--- config.mk ---
export PLATFORM = sky130hd
export DESIGN_NAME = breakout_lvds_tx
export DESIGN_NICKNAME = d
export VERILOG_FILES = /design/src/rtl/breakout_lvds_tx.sv
export SDC_FILE = /design/constraint.sdc
export NUM_CORES = 1
export LEC_CHECK = 0
export CAP_MARGIN = 40
export CORE_MARGIN = 3
export CORE_UTILIZATION = 57
export DETAILED_ROUTE_END_ITERATION = 8
export PLACE_DENSITY_LB_ADDON = 0.15
export SETUP_SLACK_MARGIN = 0.1
export SYNTH_ARGS = -nofsm -noshare
export SYNTH_HDL_FRONTEND = slang
export SYNTH_SLANG_ARGS = --single-unit
--- constraint.sdc ---
create_clock -name clk -period 3.58 [get_ports clk]
set_input_delay 0.537 -clock clk [delete_from_list [all_inputs] [get_ports clk]]
set_output_delay 0.537 -clock clk [all_outputs]
set_load 0.01 [all_outputs]
--- src/rtl/breakout_lvds_tx.sv ---
// breakout_lvds_tx: serializes 12-bit words onto LVDS bit clock/data/frame lines with periodic sync and idle fill.
// Define BREAKOUT_TX_PARITY_EN to append an odd-parity bit after each word's LSB.
module breakout_lvds_tx #(
  parameter int          CLK_DIV       = 4,
  parameter logic [11:0] SYNC_WORD     = 12'b000100000000,
  parameter logic [11:0] IDLE_WORD     = 12'h000,
  parameter int          SYNC_INTERVAL = 8
) (
  input  logic        clk,
  input  logic        reset_n,
  input  logic [11:0] data_in,
  input  logic        data_valid,
  output logic        data_ready,
  output logic        tx_clk,
  output logic        tx_data,
  output logic        tx_frame
);
`ifdef BREAKOUT_TX_PARITY_EN
  localparam int WL = 13;
`else
  localparam int WL = 12;
`endif
  localparam int PW = $clog2(2 * CLK_DIV);
  localparam int CW = $clog2(SYNC_INTERVAL + 1);
  localparam logic [PW-1:0] PH_LAST = PW'(2 * CLK_DIV - 1);
  logic [PW-1:0] ph, ph_nxt;
  logic [3:0] bit_idx, bit_dec;
  logic [CW-1:0] sync_cnt;
  logic sync_due, wrap, bnd;
  logic [11:0] sel;
  logic [WL-1:0] wbuf, load;
  assign wrap = ph == PH_LAST;
  assign bnd = bit_idx == 4'd0;
  assign ph_nxt = wrap ? '0 : ph + 1'b1;
  assign bit_dec = bit_idx - 4'd1;
  assign data_ready = wrap && bnd && !sync_due;
  assign sel = sync_due ? SYNC_WORD : data_valid ? data_in : IDLE_WORD;
`ifdef BREAKOUT_TX_PARITY_EN
  assign load = {sel, ~^sel};
`else
  assign load = sel;
`endif
  always_ff @(posedge clk or negedge reset_n) begin
    if (!reset_n) begin
      ph <= '0;
      bit_idx <= 4'd0;
      sync_cnt <= '0;
      sync_due <= 1'b1;
      wbuf <= '0;
      tx_clk <= 1'b0;
      tx_data <= 1'b0;
      tx_frame <= 1'b0;
    end else begin
      ph <= ph_nxt;
      tx_clk <= ph_nxt >= PW'(CLK_DIV);
      if (wrap) begin
        tx_frame <= bnd;
        if (bnd) begin
          wbuf <= load;
          tx_data <= load[WL-1];
          bit_idx <= 4'(WL - 1);
          if (sync_due) begin
            sync_cnt <= '0;
            sync_due <= 1'b0;
          end else if (data_valid) begin
            sync_cnt <= sync_cnt + 1'b1;
            sync_due <= sync_cnt == CW'(SYNC_INTERVAL - 1);
          end
        end else begin
          tx_data <= wbuf[bit_dec];
          bit_idx <= bit_dec;
        end
      end
    end
  end
endmodule

==> metrics <==
status=finished clean; post-synthesis xor/xnor area fraction=2.03%; Clock Skews=0.00926 ns; GRT Total Usage=18.4%; Sw Share=19.3%; DRC=0; Compound-Gate Fraction of Synth Area=17.9%; CTS Buf Count=3; Leak=0.680 nW; cts hold-fix bufs=0; Setup Total Neg Slack=0 ns; initial antenna violation count=0; Worst-Skew Late Latency=0.32 ns; critical-path cell list=inv_1 > ha_1 > nand3_2 > buf_4 > nor2_1 > clkdlybuf4s50_1; FILL cells=145; Flop pwr share=56.2%; slowest CP cell=dfrtp_1; area grow syn2layout=17.0%; final hold violations=0; Die Wd=53.7 um; Worst Setup Start Kind=flop; number of diodes=0; R2R cell count=7; Max Fclk=348 MHz; Initial DRT Pass Iterations=4; clock share of power=36.9%; # H-tree levels=1; global placer's final weighted congestion=0.833; Nets=156; DPL Wire Length=1.69 mm; RR Endpoint=tx_data$_DFFE_PN0N_; Clock Tree Buf Depth=2; simple-gate portion of the synthesized area=12.5%; Max Transition Viols Final=0; critical path type=reg2out; syn_area_per_cell=10.8 um^2; Crit path depth=6; worst hold-check path type=reg2reg; post-CTS setup buffers=0; Distinct cells, synth=36; sequential fraction of the synthesis area=50.2%; Synth Register Bits=26; Clk pin slew, worst setup/hold paths=0.15 ns; Starting Density=62.9%; Detail Route Antenna Nets=0; clk sink count=26; Commonest cells post-synth=dfrtp_1 (25), nand2_1 (14), a22o_1 (10); RSZ-0062 raised after global routing=no; first-pass GRT wire length=3.93 mm; total number of yosys warnings=0; vias=921; Critical Path Source=bit_idx[0]$_DFFE_PN0N_; vias in the first global route=920; Max Cap Viol=0; die area=2880 um^2; ranking of synthesized cells by area=dfrtp_1 (48%), a22o_1 (6.8%), nand2_1 (4.1%), ha_1 (3.9%), o21ai_0 (2.7%); DR iter-0 viols=13; post-DR wirelength/cell=13.6 um; share of the synthesized area in the top cell type=48.2%; end of the critical path=data_ready; Cell Rows=16; Core Util, Final=73.6%; period utilisation layout=80.3%; CP Capture Type=primary output; VDD IR max=0.000313 V; Post-Synthesis Cells=120; Req. time, crit path=3.04 ns; number of synthesized flops with an enable pin=0; share of synthesized registers carrying an async set or reset=100%; buffers and inverters on the worst path=3; core area=2060 um^2; mapped cell area=1300 um^2; Reg2Reg Setup Slack=1.39 ns; Final Power=543 uW; cell with the most instances after synthesis=dfrtp_1; mux cell area share after synthesis=6.08%; adder-cell share of the synthesized area=3.86%; I/O Pins=19; reg2reg start=bit_idx[0]$_DFFE_PN0N_; Port Buffers=18; layout cells sized above 1=10.3%; aggregate global routing overflow=0; Slew HR=59.2%; CP Data Arrival Time=2.34 ns; Yosys top cell by area=dfrtp_1; Logic pwr share=6.9%; Max stage delay on crit path=0.56 ns; CTS tree=built; Die H=53.7 um; final setup vio count=0; Routed WL=2.21 mm; largest net degree at the start of global routing=26; min cycle time layout=2.88 ns; CTS root buf=clkbuf_4; Int Pwr=438 uW; top_reg_cell synth=dfrtp_1; Max Fanout on Critical Path=25; syn nets=139; Worst Tran Pin Value=0.608 ns; Worst path top cell family by delay=buffers and inverters; power per cell area=357 nW/um^2; cts repair resizes=0; Psw=105 uW; Vias/cell=5.65; largest family of logic cells by synthesized area=compound AO/OA/AOI/OAI gates
[routing by layer]
layer,GRT usage [%],part of all wire (%)
met3,3.32,4.2
met4,3.83,0.54
met2,29.8,47
met1,25.9,48
met5,0,0
[flip-flops by register name (all words and copies together), names as in the netlist]
signal and flops:
sync_due 1, wbuf 12, tx_frame 1, tx_data 1, bit_idx 4, ph 3, sync_cnt 4
[area by class of cell]
| cell class | count | area [um^2] | share of cell area [%] |
|---|---|---|---|
| multi-input cells | 79 | 551 | 36.3 |
| clock inverters | 1 | 30.0 | 1.98 |
| well taps | 27 | 33.8 | 2.23 |
| repair buffers | 20 | 203 | 13.4 |
| flip-flops and latches | 26 | 652 | 43.0 |
| inverters | 7 | 26.3 | 1.73 |
| clock buffers | 3 | 22.5 | 1.48 |
[power groups by stage]
stage / sequential (mW) / combinational [mW] / clock, mW
floorplan: 0.310 / 0.0120 / 0
global placement: 0.311 / 0.0351 / 0
CTS: 0.305 / 0.0381 / 0.206
global route: 0.306 / 0.0413 / 0.215
finish: 0.305 / 0.0373 / 0.200
detailed placement: 0.311 / 0.0380 / 0
[how the worst min path moves through the flow]
stage                          from                endpoint  cells after the start
finish              ph[0]$_DFF_PN0_         ph[0]$_DFF_PN0_                      1
global route        ph[0]$_DFF_PN0_         ph[0]$_DFF_PN0_                      1
CTS                 ph[0]$_DFF_PN0_         ph[0]$_DFF_PN0_                      1
detailed placement  ph[0]$_DFF_PN0_         ph[0]$_DFF_PN0_                      1
global placement    ph[0]$_DFF_PN0_         ph[0]$_DFF_PN0_                      1
floorplan                   reset_n  bit_idx[0]$_DFFE_PN0N_                      0
[cell usage in the layout, fill, tap and decap left out, types with 3 or more instances in the layout]
cell,Yosys,final
clkdlybuf4s50_1,0,18
dfrtp_1,25,25
nand2_1,14,14
clkbuf_4,0,3
nor3_1,3,3
nand3_1,3,3
o21ai_0,7,7
nor2_1,7,7
a22o_1,10,10
a21oi_1,6,6
mux2i_1,3,3
ha_1,4,4
inv_1,7,7
[per-stage QoR]
step	instance area, um^2	std cells	hold WS [ns]	worst slack, ns
after detailed placement	1470	159	0.431	1.07
after global placement	1450	158	0.419	1.18
after CTS	1520	163	0.450	0.695
after floorplan	1300	120	0.241	1.90
final	1520	163	0.448	0.704
after global routing	1520	163	0.499	0.544
[cell families after synthesis]
family / after synthesis
compound gates: 33
simple gates: 33
flops: 26
buf+inv: 15
mux: 6
fa+ha+maj: 4
xor+xnor: 3
Power figures use the tool's default switching activity.
